[src/rtl/cache_pkg.sv]
// cache_pkg: shared state encoding, default widths and status bit positions for the cache controller
package cache_pkg;
  localparam int DEF_TAG_W  = 3;
  localparam int DEF_IDX_W  = 2;
  localparam int DEF_DATA_W = 3;
  localparam int DEF_CNT_W  = 8;
  localparam int ST_LRU0   = 0;
  localparam int ST_LRU1   = 1;
  localparam int ST_VALID0 = 2;
  localparam int ST_VALID1 = 3;
  localparam int ST_DIRTY0 = 4;
  localparam int ST_DIRTY1 = 5;
  typedef enum logic [2:0] {IDLE, LOOKUP, WRITEBACK, REFILL, RESPOND} state_t;
endpackage

[src/rtl/cache_if.sv]
// cache_if: requester and memory-side signals of the cache controller; slave = controller, master = environment
interface cache_if #(
  parameter int TAG_W  = cache_pkg::DEF_TAG_W,
  parameter int IDX_W  = cache_pkg::DEF_IDX_W,
  parameter int DATA_W = cache_pkg::DEF_DATA_W,
  parameter int CNT_W  = cache_pkg::DEF_CNT_W
);
  logic              req_valid, req_ready, req_write;
  logic [TAG_W-1:0]  req_tag;
  logic [IDX_W-1:0]  req_index;
  logic [DATA_W-1:0] req_wdata;
  logic              resp_valid, resp_hit;
  logic [DATA_W-1:0] resp_data;
  logic [TAG_W-1:0]  resp_tag;
  logic              writeback;
  logic [5:0]        status;
  logic              mem_req, mem_we, mem_ack;
  logic [TAG_W+IDX_W-1:0] mem_addr;
  logic [DATA_W-1:0] mem_wdata, mem_rdata;
  logic [CNT_W-1:0]  hit_count, miss_count;
  modport slave (
    input  req_valid, req_write, req_tag, req_index, req_wdata, mem_rdata, mem_ack,
    output req_ready, resp_valid, resp_hit, resp_data, resp_tag, writeback, status,
           mem_req, mem_we, mem_addr, mem_wdata, hit_count, miss_count
  );
  modport master (
    output req_valid, req_write, req_tag, req_index, req_wdata, mem_rdata, mem_ack,
    input  req_ready, resp_valid, resp_hit, resp_data, resp_tag, writeback, status,
           mem_req, mem_we, mem_addr, mem_wdata, hit_count, miss_count
  );
endinterface

[src/rtl/cache_set_array.sv]
// cache_set_array: 2-way tag/data/valid/dirty/LRU storage with tag compare, victim select and next-status view
module cache_set_array import cache_pkg::*; #(
  parameter int TAG_W  = DEF_TAG_W,
  parameter int IDX_W  = DEF_IDX_W,
  parameter int DATA_W = DEF_DATA_W
) (
  input  logic              clock,
  input  logic              reset_n,
  input  logic [IDX_W-1:0]  idx,
  input  logic [TAG_W-1:0]  tag,
  input  logic              way,
  input  logic              wr,
  input  logic              wdirty,
  input  logic              clr_dirty,
  input  logic              touch,
  input  logic [DATA_W-1:0] wdata,
  output logic              hit,
  output logic              hit_way,
  output logic              vic_way,
  output logic              vic_dirty,
  output logic [TAG_W-1:0]  rd_tag,
  output logic [DATA_W-1:0] rd_data,
  output logic [5:0]        st_next
);
  localparam int SETS = 2**IDX_W;
  logic [TAG_W-1:0]  tags [SETS][2];
  logic [DATA_W-1:0] data [SETS][2];
  logic [1:0]        valid [SETS];
  logic [1:0]        dirty [SETS];
  logic [SETS-1:0]   lru;
  logic [1:0]        hits, m, v_n, d_n;
  logic              l_n;
  assign hits[0]   = valid[idx][0] && tags[idx][0] == tag;
  assign hits[1]   = valid[idx][1] && tags[idx][1] == tag;
  assign hit       = |hits;
  assign hit_way   = !hits[0];
  assign vic_way   = !valid[idx][0] ? 1'b0 : !valid[idx][1] ? 1'b1 : lru[idx];
  assign vic_dirty = valid[idx][vic_way] && dirty[idx][vic_way];
  assign rd_tag    = tags[idx][way];
  assign rd_data   = data[idx][way];
  // next-cycle view of the set, so status can be captured together with the update
  assign m   = way ? 2'b10 : 2'b01;
  assign v_n = valid[idx] | (wr ? m : 2'b00);
  assign d_n = (dirty[idx] & ~((wr || clr_dirty) ? m : 2'b00)) | ((wr && wdirty) ? m : 2'b00);
  assign l_n = touch ? !way : lru[idx];
  always_comb begin
    st_next            = '0;
    st_next[ST_DIRTY1] = d_n[1];
    st_next[ST_DIRTY0] = d_n[0];
    st_next[ST_VALID1] = v_n[1];
    st_next[ST_VALID0] = v_n[0];
    st_next[ST_LRU1]   = l_n;
    st_next[ST_LRU0]   = !l_n;
  end
  always_ff @(posedge clock or negedge reset_n)
    if (!reset_n) begin
      for (int i = 0; i < SETS; i++) begin
        valid[i] <= '0;
        dirty[i] <= '0;
      end
      lru <= '0;
    end else begin
      valid[idx] <= v_n;
      dirty[idx] <= d_n;
      lru[idx]   <= l_n;
    end
  always_ff @(posedge clock)
    if (wr) begin
      tags[idx][way] <= tag;
      data[idx][way] <= wdata;
    end
endmodule

[src/rtl/cache_controller.sv]
// cache_controller: one-request-at-a-time write-back/write-allocate sequencer for a 4-set 2-way cache.
// Optional CACHE_STATS_EN adds saturating hit/miss counters; otherwise both counter ports read 0.
module cache_controller import cache_pkg::*; #(
  parameter int TAG_W  = DEF_TAG_W,
  parameter int IDX_W  = DEF_IDX_W,
  parameter int DATA_W = DEF_DATA_W,
  parameter int CNT_W  = DEF_CNT_W
) (
  input logic   clock,
  input logic   reset_n,
  cache_if.slave bus
);
  state_t            state, nxt;
  logic              r_write, way_r, resp_hit_r;
  logic [TAG_W-1:0]  r_tag, resp_tag_r;
  logic [IDX_W-1:0]  r_idx;
  logic [DATA_W-1:0] r_wdata, resp_data_r, wdata;
  logic [5:0]        status_r, st_next;
  logic              hit, hit_way, vic_way, vic_dirty, way, wr, wdirty, clr_dirty, touch, go;
  logic [TAG_W-1:0]  rd_tag;
  logic [DATA_W-1:0] rd_data;
  cache_set_array #(.TAG_W(TAG_W), .IDX_W(IDX_W), .DATA_W(DATA_W)) u_array (
    .clock(clock), .reset_n(reset_n), .idx(r_idx), .tag(r_tag), .way(way), .wr(wr),
    .wdirty(wdirty), .clr_dirty(clr_dirty), .touch(touch), .wdata(wdata), .hit(hit),
    .hit_way(hit_way), .vic_way(vic_way), .vic_dirty(vic_dirty), .rd_tag(rd_tag),
    .rd_data(rd_data), .st_next(st_next)
  );
  assign way   = state == LOOKUP ? (hit ? hit_way : vic_way) : way_r;
  assign wdata = state == REFILL ? bus.mem_rdata : r_wdata;
  always_comb begin
    nxt       = state;
    wr        = 1'b0;
    wdirty    = 1'b1;
    clr_dirty = 1'b0;
    touch     = 1'b0;
    case (state)
      IDLE:      nxt = bus.req_valid ? LOOKUP : IDLE;
      LOOKUP: begin
        wr    = hit ? r_write : !vic_dirty && r_write;
        touch = hit || (!vic_dirty && r_write);
        nxt   = touch ? RESPOND : vic_dirty ? WRITEBACK : REFILL;
      end
      WRITEBACK: begin
        clr_dirty = bus.mem_ack;
        wr        = bus.mem_ack && r_write;
        touch     = wr;
        nxt       = !bus.mem_ack ? WRITEBACK : r_write ? RESPOND : REFILL;
      end
      REFILL: begin
        wr     = bus.mem_ack;
        wdirty = 1'b0;
        touch  = bus.mem_ack;
        nxt    = bus.mem_ack ? RESPOND : REFILL;
      end
      default:   nxt = IDLE;
    endcase
  end
  assign go = nxt == RESPOND && state != RESPOND;
  always_ff @(posedge clock or negedge reset_n)
    if (!reset_n) begin
      state       <= IDLE;
      r_write     <= 1'b0;
      r_tag       <= '0;
      r_idx       <= '0;
      r_wdata     <= '0;
      way_r       <= 1'b0;
      resp_hit_r  <= 1'b0;
      resp_tag_r  <= '0;
      resp_data_r <= '0;
      status_r    <= '0;
    end else begin
      state <= nxt;
      if (state == IDLE && bus.req_valid) begin
        r_write <= bus.req_write;
        r_tag   <= bus.req_tag;
        r_idx   <= bus.req_index;
        r_wdata <= bus.req_wdata;
      end
      if (state == LOOKUP) way_r <= way;
      if (go) begin
        resp_hit_r  <= state == LOOKUP && hit;
        resp_tag_r  <= r_tag;
        resp_data_r <= wr ? wdata : rd_data;
        status_r    <= st_next;
      end
    end
  assign bus.req_ready  = state == IDLE;
  assign bus.resp_valid = state == RESPOND;
  assign bus.resp_hit   = resp_hit_r;
  assign bus.resp_tag   = resp_tag_r;
  assign bus.resp_data  = resp_data_r;
  assign bus.status     = status_r;
  assign bus.writeback  = state == WRITEBACK && bus.mem_ack;
  assign bus.mem_req    = state == WRITEBACK || state == REFILL;
  assign bus.mem_we     = state == WRITEBACK;
  assign bus.mem_addr   = state == WRITEBACK ? {rd_tag, r_idx} : state == REFILL ? {r_tag, r_idx} : '0;
  assign bus.mem_wdata  = state == WRITEBACK ? rd_data : '0;
`ifdef CACHE_STATS_EN
  logic [CNT_W-1:0] hit_cnt, miss_cnt;
  always_ff @(posedge clock or negedge reset_n)
    if (!reset_n) begin
      hit_cnt  <= '0;
      miss_cnt <= '0;
    end else if (state == LOOKUP) begin
      if (hit) hit_cnt <= hit_cnt + CNT_W'(hit_cnt != '1);
      else miss_cnt <= miss_cnt + CNT_W'(miss_cnt != '1);
    end
  assign bus.hit_count  = hit_cnt;
  assign bus.miss_count = miss_cnt;
`else
  assign bus.hit_count  = {CNT_W{1'b0}};
  assign bus.miss_count = {CNT_W{1'b0}};
`endif
endmodule

[src/flat_wrapper.sv]
// flat-port wrapper written by rule: the top's interface ports become plain ports
module cache_controller_flat import cache_pkg::*;
#(
  parameter int TAG_W  = DEF_TAG_W,
  parameter int IDX_W  = DEF_IDX_W,
  parameter int DATA_W = DEF_DATA_W,
  parameter int CNT_W  = DEF_CNT_W
)
  (clock, reset_n, bus_req_valid, bus_req_write, bus_req_tag, bus_req_index, bus_req_wdata, bus_mem_rdata, bus_mem_ack, bus_req_ready, bus_resp_valid, bus_resp_hit, bus_resp_data, bus_resp_tag, bus_writeback, bus_status, bus_mem_req, bus_mem_we, bus_mem_addr, bus_mem_wdata, bus_hit_count, bus_miss_count);
  cache_if #(.TAG_W(TAG_W), .IDX_W(IDX_W), .DATA_W(DATA_W), .CNT_W(CNT_W)) bus_i ();
  input logic clock;
  input logic reset_n;
  input wire logic [$bits(bus_i.req_valid)-1:0] bus_req_valid;
  input wire logic [$bits(bus_i.req_write)-1:0] bus_req_write;
  input wire logic [$bits(bus_i.req_tag)-1:0] bus_req_tag;
  input wire logic [$bits(bus_i.req_index)-1:0] bus_req_index;
  input wire logic [$bits(bus_i.req_wdata)-1:0] bus_req_wdata;
  input wire logic [$bits(bus_i.mem_rdata)-1:0] bus_mem_rdata;
  input wire logic [$bits(bus_i.mem_ack)-1:0] bus_mem_ack;
  output wire logic [$bits(bus_i.req_ready)-1:0] bus_req_ready;
  output wire logic [$bits(bus_i.resp_valid)-1:0] bus_resp_valid;
  output wire logic [$bits(bus_i.resp_hit)-1:0] bus_resp_hit;
  output wire logic [$bits(bus_i.resp_data)-1:0] bus_resp_data;
  output wire logic [$bits(bus_i.resp_tag)-1:0] bus_resp_tag;
  output wire logic [$bits(bus_i.writeback)-1:0] bus_writeback;
  output wire logic [$bits(bus_i.status)-1:0] bus_status;
  output wire logic [$bits(bus_i.mem_req)-1:0] bus_mem_req;
  output wire logic [$bits(bus_i.mem_we)-1:0] bus_mem_we;
  output wire logic [$bits(bus_i.mem_addr)-1:0] bus_mem_addr;
  output wire logic [$bits(bus_i.mem_wdata)-1:0] bus_mem_wdata;
  output wire logic [$bits(bus_i.hit_count)-1:0] bus_hit_count;
  output wire logic [$bits(bus_i.miss_count)-1:0] bus_miss_count;
  assign bus_i.req_valid = bus_req_valid;
  assign bus_i.req_write = bus_req_write;
  assign bus_i.req_tag = bus_req_tag;
  assign bus_i.req_index = bus_req_index;
  assign bus_i.req_wdata = bus_req_wdata;
  assign bus_i.mem_rdata = bus_mem_rdata;
  assign bus_i.mem_ack = bus_mem_ack;
  assign bus_req_ready = bus_i.req_ready;
  assign bus_resp_valid = bus_i.resp_valid;
  assign bus_resp_hit = bus_i.resp_hit;
  assign bus_resp_data = bus_i.resp_data;
  assign bus_resp_tag = bus_i.resp_tag;
  assign bus_writeback = bus_i.writeback;
  assign bus_status = bus_i.status;
  assign bus_mem_req = bus_i.mem_req;
  assign bus_mem_we = bus_i.mem_we;
  assign bus_mem_addr = bus_i.mem_addr;
  assign bus_mem_wdata = bus_i.mem_wdata;
  assign bus_hit_count = bus_i.hit_count;
  assign bus_miss_count = bus_i.miss_count;
  cache_controller #(.TAG_W(TAG_W), .IDX_W(IDX_W), .DATA_W(DATA_W), .CNT_W(CNT_W)) u_core (.clock(clock), .reset_n(reset_n), .bus(bus_i));
endmodule
[config.mk]
export PLATFORM = sky130hd
export DESIGN_NAME = cache_controller_flat
export DESIGN_NICKNAME = d
export VERILOG_FILES = /design/src/rtl/cache_pkg.sv /design/src/rtl/cache_if.sv /design/src/rtl/cache_set_array.sv /design/src/rtl/cache_controller.sv /design/src/flat_wrapper.sv
export SDC_FILE = /design/constraint.sdc
export NUM_CORES = 1
export LEC_CHECK = 0
export CORE_MARGIN = 2
export CORE_UTILIZATION = 26
export DETAILED_ROUTE_END_ITERATION = 10
export DONT_BUFFER_PORTS = 1
export PLACE_DENSITY = 0.5
export SYNTH_ARGS = -nofsm -noshare
export SYNTH_HDL_FRONTEND = slang
export SYNTH_HIERARCHICAL = 1
export SYNTH_SLANG_ARGS = --single-unit
[constraint.sdc]
create_clock -name clock -period 3.4 [get_ports clock]
set_input_delay 0.34 -clock clock [delete_from_list [all_inputs] [get_ports clock]]
set_output_delay 0.34 -clock clock [all_outputs]
set_load 0.03 [all_outputs]
== After elaboration in Yosys (flattened, before gate mapping) ==
Memory sizes are Yosys's and may differ from the RTL's.
Index checks and enable logic that the tools add are counted.
Cells by class
  reduce and logical (&&, ||, !) cells: 22
  shift operators: 0
  add/subtract/negate cells: 0
  bitwise gates (word level): 6
  multiply operators: 0
  equality and inequality tests: 8
  mux-type cells: 55
  div/mod/pow operators: 0
  $lt $le $gt $ge: 7
Operator list (count)
  2-to-1 mux 3 bit: 14
  2-to-1 mux 2 bit: 9
  2-to-1 mux 1 bit: 17
  bitwise mux 8 bit: 2
  logical AND 1 bit: 13
  one-hot mux 3 bit (4 select lines): 1
  2-to-1 mux 5 bit: 2
  binary-select mux 2 bit (select 2 bit): 2
  == test 3 x 2 -> 1 bit (second input constant): 2
  == test 3 bit: 2
  == test 3 bit (second input constant): 2
  2-to-1 mux 6 bit: 1
  one-hot mux 1 bit (3 select lines): 2
  bitwise mux 4 bit: 1
  demux 2 bit (select 2 bit): 1
  logical NOT 1 bit: 4
  OR 2 bit: 2
  demux 3 bit (select 1 bit): 1
  == test 3 x 1 -> 1 bit (second input constant): 1
  >= comparator 3 bit (second input constant): 1
  logical NOT 3 bit: 1
  logical OR 1 bit: 3
  < comparator 2 x 3 -> 1 bit (second input constant): 1
  < comparator 3 x 1 -> 1 bit (second input constant): 1
  other kinds (12): 12
Word-level totals
  memories: 2
  memory bits (read-only): 0
  latch bits: 0
  output and inout port bits: 42
  bits in writable memories: 48
  logic and storage cells: 119
  bits in registers: 46
Memory list
  u_core.u_array.data: depth 4, width 6, read ports 1, clocked after memory_dff 0, wr ports 1, line cache_set_array.sv:27  | logic [DATA_W-1:0] data [SETS][2];
  u_core.u_array.tags: depth 4, width 6, read ports 1, clocked after memory_dff 0, wr ports 1, line cache_set_array.sv:26  | logic [TAG_W-1:0] tags [SETS][2];

== Depth between registers and ports, before layout ==
Gate-level depths: netlist of run 1.
  depth after elaboration: 19
  depth in mapped cells: 14
  mapped depth without buffers: 11

== By module ==
Netlist of run 1, hierarchy kept.
By module, submodules not included
  cache_set_array: cells each 189, instances 1, area an instance 3047.9 um^2
  cache_controller: cells each 124, instances 1, area an instance 1448.9 um^2

== Worst setup path after synthesis of run 1 ==
OpenSTA, ideal clock, no wires.
  path type: register to output
  from: register u_core.r_idx[0]
  to: output port bus_mem_addr[3]
  arrival time: 3100 ps
  cell stages (with the launch flop): 15
  buffers on the path: 4
  setup slack: -40 ps
  data required time: 3060 ps
  cell sequence: dfrtp_1 > buf_6 > buf_12 > mux4_1 > xnor2_1 > nand4_1 > nand2_1 > mux2i_1 > a21oi_1 > buf_2 > buf_1 > mux4_2 > mux2_2 > mux2i_1 > nor2_1
On the way
  cells in the longest elaborated chain, start to end: 13
Ends and longest elaborated chain
  start: declaration: line cache_controller.sv:16  | logic [IDX_W-1:0] r_idx;
  start signal: assignment: line cache_controller.sv:76  | r_idx <= bus.req_index;
  inverter 2 -> 3 bit (not written as such): line cache_set_array.sv:33  | assign hits[0] = valid[idx][0] && tags[idx][0] == tag;
  binary-select mux 2 bit (select 2 bit): line cache_set_array.sv:33
  2-to-1 mux 2 bit (not written as such) (2 in series): line cache_set_array.sv:34, cache_set_array.sv:37
  logical AND 1 bit *: line cache_set_array.sv:33
  logical NOT 1 bit *: line cache_set_array.sv:36  | assign hit_way = !hits[0];
  net u_core.hit_way: line cache_controller.sv:19  | logic hit, hit_way, vic_way, vic_dirty, way, wr, wdirty, clr_dirty, touch, go;
  2-to-1 mux 1 bit * (2 in series): line cache_controller.sv:28  | assign way = state == LOOKUP ? (hit ? hit_way : vic_way) : way_r;
  net u_core.way: line cache_controller.sv:19
  inverter 1 -> 2 bit (not written as such) *: line cache_set_array.sv:39  | assign rd_tag = tags[idx][way];
  2-to-1 mux 3 bit (not written as such) * (3 in series): line cache_set_array.sv:39
  net u_core.rd_tag[1]: line cache_controller.sv:20  | logic [TAG_W-1:0] rd_tag;
  2-to-1 mux 5 bit *: line cache_controller.sv:96  | assign bus.mem_addr = state == WRITEBACK ? {rd_tag, r_idx} : state == REFILL ? {r_tag, r_idx} : '0;
  end: declaration: line flat_wrapper.sv:29  | output wire logic [$bits(bus_i.mem_addr)-1:0] bus_mem_addr;
Mark *: on every way through the listed nets, which the timed path passes. The rest lies on a longest branch. The select of a mux whose other input is x is not followed.

== Worst setup path after layout of run 1 ==
  from: register u_core.r_idx[0]
  to: output port bus_mem_addr[2]
On the way
  cells in the longest elaborated chain, start to end: 13
Ends and longest elaborated chain
  inverter 2 -> 3 bit (not written as such): line cache_set_array.sv:33, cache_set_array.sv:34
  binary-select mux 2 bit (select 2 bit): line cache_set_array.sv:33, cache_set_array.sv:34
  2-to-1 mux 2 bit (not written as such) (2 in series): line cache_set_array.sv:34  | assign hits[1] = valid[idx][1] && tags[idx][1] == tag;
  logical AND 1 bit, on equally long branches: line cache_set_array.sv:33, cache_set_array.sv:34
  OR reduction 2 bit *: line cache_set_array.sv:35  | assign hit = |hits;
  net u_core.hit: line cache_controller.sv:19
  2-to-1 mux 1 bit * (2 in series): line cache_controller.sv:28
  net u_core.way: line cache_controller.sv:19
  inverter 1 -> 2 bit (not written as such) *: line cache_set_array.sv:39
  2-to-1 mux 3 bit (not written as such) * (3 in series): line cache_set_array.sv:39
  net u_core.rd_tag[0]: line cache_controller.sv:20
  2-to-1 mux 5 bit *: line cache_controller.sv:96
Marked as above.

==> impl_metrics.ini, run 1 <==
[die]
initial_utilization = 0.263
floorplan.die.height_um = 136
die_w_um = 136
core_area_um2 = 17100
die_area_um2 = 18400
floorplan.io_pins = 58
std_cell_rows = 48

[drt]
wl_per_cell_um = 16.7
detail_route.first_pass.iterations = 4
viasPerCell = 4.52
detail_route.iter0.violations = 126
drc = 0
route.antenna.remaining_nets = 0
drt-total-wl_um = 10000
vias = 2702

[cts]
cts.clk_slew.worst_paths_ns = 0.07
clock_path_buffers = 2
cts_sinks = 94
root_buffer = clkbuf_16
cts_inserted_buffers = 9
worstSkewPairLatency_ns = 0.34
cts_tree = done
cts_max_level = 3

[timing]
final_critical_path_setup_slack_ns = -0.385
timing.clock.skew_ns = 0.00853
hold_violations = 0
finalCriticalPeriod_ns = 3.79
max_freq_mhz = 264
rsz_0062_raised_after_global_routing = true
layout_worst_path_cycle_share = 1.11
worst_slew_margin_rel = 0.335
worstMarginPinSlew_ns = 0.995
setup_viol = 5
report.final.slew_viol_count = 0

[synth]
syn_area_um2 = 4500
ys_seq_area_frac = 0.577
synth_adder_area_share = 0
postSynth.asyncResetShare = 0.489
synthSimpleGateAreaFrac = 0.0885
synthesis.area_per_instance_um2 = 14.4
synth-warning-count = 6
postSynth.topFlopCell = edfxtp_1
post_synthesis_compound_gate_area_fraction = 0.0395
dominant_combinational_cell_family_by_area_after_synthesis = multiplexers
synth_enable_flop_cells = 48
synth.mux.area_fraction = 0.225
synthXorXnorAreaFrac = 0.0117
ys_ff_latch = 94
postSynthCellCount = 313
number_of_library_cell_types_mapped_by_synthesis = 42

[final_layout]
finalNetCount = 384
layout.core_utilization = 0.320
area_growth_syn_to_layout_pct = 21.6
post_layout_nonfiller_instances = 598
layout.cells.most_common = buf_4
antenna_cells_inserted = 0
drive_gt1_frac = 0.394
layout_common_cells = 51 x buf_4, 48 x edfxtp_1, 44 x dfrtp_1

[grt]
grt-ovfl-total = 0
track_usage = 0.113
maximum_number_of_pins_on_one_net_before_global_route_repair = 47
first_global_vias = 2763
grt_antenna_before_repair = 0
grt_first_pass_wirelength_um = 15400

[pwr]
switch_share = 0.386
power.sequential.fraction = 0.333
total_leakage_power_uw = 0.00212
total_switching_power_uw = 2360
pwr_density_cell_nw_per_um2 = 1120
combPwrFrac = 0.512
worst_ir_drop_vdd_uv = 401
clockPowerShare = 0.155
internal_power_uw = 3750

[flow_run]
timing.max_cap.violations = 0

[outcome]
failing_checks = negative setup slack
status = complete, but fails checks

[worst_setup_path]
worst_r2r_path_depth = 14
crit_arrival_ns = 3.45
crit_fanout = 7
worst_ep_required_time_ns = 3.06
setup.worst_path.end_class = output pin
timing_worst_setup_path_type = reg2out
critical_path.startpoint_type = flip-flop

[placed_design]
place.detailed.hpwl_um = 7300
gp_congestion = 0.763
dp_slack_ns = -0.0252
dp.cells = 563
port_buffers = 0

[worst_hold_path]
min_delay_path_depth = 1
min_path_type = in2reg
==> cell usage after synthesis (all sizes together) (8+ instances only) <==
cell | n | area share
a21oi | 8 | 0.0089
and2 | 8 | 0.011
buf | 30 | 0.049
dfrtp | 46 | 0.26
edfxtp | 48 | 0.32
inv | 10 | 0.0083
mux2 | 33 | 0.085
mux4 | 23 | 0.12
nand2 | 27 | 0.023
nor2 | 16 | 0.013
o21ai | 14 | 0.016
or2 | 10 | 0.014
==> power by group through the flow <==
stage	clock [µW]	combinational (µW)	sequential [µW]
2_1_floorplan	0	1920	1940
3_3_place_gp	0	2570	2030
3_5_place_dp	0	2610	2050
4_1_cts	980	2910	2030
5_1_grt	1020	3380	2090
6_report	947	3130	2040
==> stage by stage <==
step,hold slack [ns],TNS (ns),instance area [µm²],total power [µW]
floorplan,0.0444,0,4550,3860
global placement,0.0496,0,4940,4600
detailed placement,0.0489,-0.0252,4940,4660
CTS,0.132,-0.807,5370,5920
global route,0.134,-2.01,5470,6490
finish,0.148,-1.13,5470,6110
==> final timing paths <==
path,slack (ns),endpoint,startpoint
worst max-delay path,-0.39,bus_mem_addr[2],u_core/r_idx[0]
worst min-delay path,0.15,u_core/r_idx[1],bus_req_index[1]
worst max register to register,0.12,u_core/bus.status[5],u_core/r_idx[0]
worst min register to register,0.47,u_core/u_array/dirty[4],u_core/u_array/dirty[4]
max in group asynchronous,2.66,u_core/r_idx[1],reset_n
min in group asynchronous,0.52,u_core/u_array/valid[3],reset_n
==> critical path, stage by stage, from the launching register on <==
cell and delay, ns:
dfrtp_2 0.42, buf_12 0.14, mux4_1 0.56, xnor2_1 0.19, nand4_1 0.14, nand2_2 0.13, mux2i_2 0.30, a21oi_2 0.13
buf_6 0.16, mux4_2 0.29, mux2_4 0.28, mux2i_1 0.14, nor2_1 0.07, buf_4 0.18
==> logic make-up after synthesis <==
kind of cell,count (synthesis)
other,1
xor gates and xnor gates,6
AOI/OAI and AO/OA,29
and+or+nand+nor,79
DFF,94
buffers and inverters,41
muxes,63
==> area by class of cell <==
| class | instances | area, µm² |
|---|---|---|
| multi-input cells | 193 | 1740 |
| fillers | 1698 | 11600 |
| repair buffers | 60 | 531 |
| clock buffers | 9 | 225 |
| clock inverters | 7 | 55.1 |
| well taps | 225 | 282 |
| flip-flops and latches | 94 | 2590 |
| inverters | 10 | 40.0 |
==> repair_timing <==
item / 4_1_cts / 5_1_grt
setup buffers: 12 / 4
hold endpoints to repair: 46 / 0
pin swaps: 2 / 6
setup endpoints to repair: 6 / 13
resized for setup: 14 / 16
hold buffers: 2 / 0
cloned: 0 / 1
==> layer usage <==
metal / wire (µm) / track usage / up-vias / part of all wire
li1: - / - / 1217 / -
met1: 4410 / 0.140 / 1396 / 0.44
met2: 4980 / 0.192 / 77 / 0.50
met3: 493 / 0.0284 / 12 / 0.049
met4: 134 / 0.0365 / 0 / 0.013
met5: 0 / 0 / - / 0
==> flip-flops by register name, summed over array words and instances, names as in the netlist <==
signal                cells
u_core/u_array/data      24
u_core/r_wdata            3
u_core/bus.resp_tag       3
u_core/r_idx              2
u_core/u_array/lru        4
u_core/u_array/tags      24
u_core/u_array/valid      8
u_core/way_r              1
u_core/bus.status         6
u_core/bus.resp_hit       1
u_core/u_array/dirty      8
u_core/state              3
u_core/r_tag              3
u_core/bus.resp_data      3
u_core/r_write            1
Note: power is estimated with default switching activity, not from simulation.
==> run 2, diff against run 1 <==
Settings changed: REMOVE_ABC_BUFFERS set to 1.
==> impl_metrics.ini, run 2 (synthesis results as in run 1) <==
[final_layout]
finalNetCount = 383
largest_registers = u_core/u_array/data (24), u_core/u_array/tags (24)
register_area_um2 = 2590
drive_gt1_frac = 0.422
antenna_cells_inserted = 0
fillCellCount = 1693
layout_common_cells = 48 x buf_4, 48 x edfxtp_1, 44 x dfrtp_1
area_of_combinational_cells_with_multiple_inputs_um2 = 1770
fin_area_um2 = 5550
area_growth_syn_to_layout_pct = 23.4

[drt]
viasPerCell = 4.49
detail_route.first_pass.iterations = 4
drt-total-wl_um = 10300
drc = 0
route.antenna.remaining_nets = 0
detail_route.iter0.violations = 237
vias = 2678
wl_per_cell_um = 17.3

[timing]
setup_total_negative_slack_ns = -1.14
finalCriticalPeriod_ns = 3.66
max_freq_mhz = 273
final_critical_path_setup_slack_ns = -0.259
setup_viol = 6
worstMarginPinSlew_ns = 0.971
timing.clock.skew_ns = 0.00670
report.final.slew_viol_count = 0
layout_worst_path_cycle_share = 1.08
worst_slew_margin_rel = 0.351
rsz_0062_raised_after_global_routing = true
hold_violations = 0

[pwr]
worst_ir_drop_vdd_uv = 397
pwr_density_cell_nw_per_um2 = 1110
total_leakage_power_uw = 0.00214

[grt]
track_usage = 0.118
grt_antenna_before_repair = 0
grt_first_pass_wirelength_um = 15800
first_global_vias = 2701
maximum_number_of_pins_on_one_net_before_global_route_repair = 47
grt-ovfl-total = 0

[cts]
clock_path_buffers = 2
cts_tree = done
root_buffer = clkbuf_16
worstSkewPairLatency_ns = 0.34
cts_sinks = 94
cts_inserted_buffers = 9
cts.clk_slew.worst_paths_ns = 0.07
cts_max_level = 3

[worst_setup_path]
timing.critical_path.slowest_stage_cell = mux4_2
worst_ep_required_time_ns = 3.06
worst_r2r_path_depth = 16
critical_path.startpoint_type = flip-flop
worst-path-stages = 13
timing.critical_path.buf_inv = 4
setup.worst_path.end_class = output pin
delay_of_the_slowest_critical_path_stage_ns = 0.50
crit_family = multiplexers
critPathMostFrequentCell = buf_4
timing.critical_path.cells = buf_12 > mux4_2 > xnor2_1 > nand4_1 > buf_4 > mux2i_1 > a21oi_1 > buf_4 > mux4_2 > mux2_4 > mux2i_1 > nor2_1 > buf_4
crit_arrival_ns = 3.32
crit_fanout = 7
r2r_setup_slack_ns = 0.09
timing_worst_setup_path_type = reg2out

[die]
die_area_um2 = 18400
die_w_um = 136
floorplan.die.height_um = 136
floorplan.io_pins = 58
std_cell_rows = 48
initial_utilization = 0.263
core_area_um2 = 17100

[placed_design]
gp_congestion = 0.749
place.detailed.hpwl_um = 7480
port_buffers = 0
dp_slack_ns = 0.0498
post_place_instance_area_um2 = 5010

[outcome]
failing_checks = negative setup slack
status = complete, but fails checks

[worst_hold_path]
min_path_type = in2reg
min_delay_path_depth = 1

[flow_run]
timing.max_cap.violations = 0
-- run 2: cell count changes in the layout (fill, tap and decap cells not counted), moves of 3 or more --
cell and delta:
buf_12 +3, buf_4 -3, clkinv_2 +3, inv_6 -3
nand2_1 -5, nand2_2 +5
-- run 2: repair_timing --
action                                  CTS  global route
buffers inserted                         10             1
endpoints found under the hold margin    46             0
hold buffers                              2             0
pin swaps                                 4             3
endpoints found under the setup margin    6            66
gates cloned                              1             0
resized for setup                        20            15
-- run 2: per-stage QoR --
step | util | instances | hold WS (ns) | total power, µW
finish | 0.324 | 597 | 0.147 | 6150
global route | 0.324 | 597 | 0.128 | 6520
CTS | 0.321 | 596 | 0.132 | 6070
detailed placement | 0.293 | 567 | 0.0453 | 4730
global placement | 0.293 | 567 | 0.0454 | 4690
floorplan | - | 297 | 0.0444 | 3710
-- run 2: report_power, final --
| group | internal [µW] | switching (µW) | leakage [µW] |
|---|---|---|---|
| Combinational | 1630 | 1530 | 0.00103 |
| Clock | 544 | 425 | 0.000146 |
| Sequential | 1610 | 416 | 0.000967 |
-- run 2: cell type report --
cell class | instances | area share
multi-input cells | 193 | 0.319
flip-flops and latches | 94 | 0.468
well taps | 225 | 0.0507
clock inverters | 6 | 0.00767
repair buffers | 59 | 0.102
clock buffers | 10 | 0.0451
inverters | 10 | 0.00744
-- run 2: path summary, 6_finish.rpt --
kind | start | endpoint
worst max-delay path | u_core/r_idx[0] | bus_mem_addr[2]
worst min-delay path | bus_req_write | u_core/r_write
worst max register to register | u_core/r_idx[0] | u_core/bus.status[1]
worst min register to register | u_core/u_array/valid[5] | u_core/u_array/valid[5]
max in group asynchronous | reset_n | u_core/r_idx[0]
min in group asynchronous | reset_n | u_core/r_write
-- run 2: per-layer routing --
metal	up-vias	share of wire	track usage
li1	1218	-	-
met1	1353	0.46	0.158
met2	91	0.46	0.177
met3	16	0.067	0.0441
met4	0	0.020	0.0370
met5	-	0	0
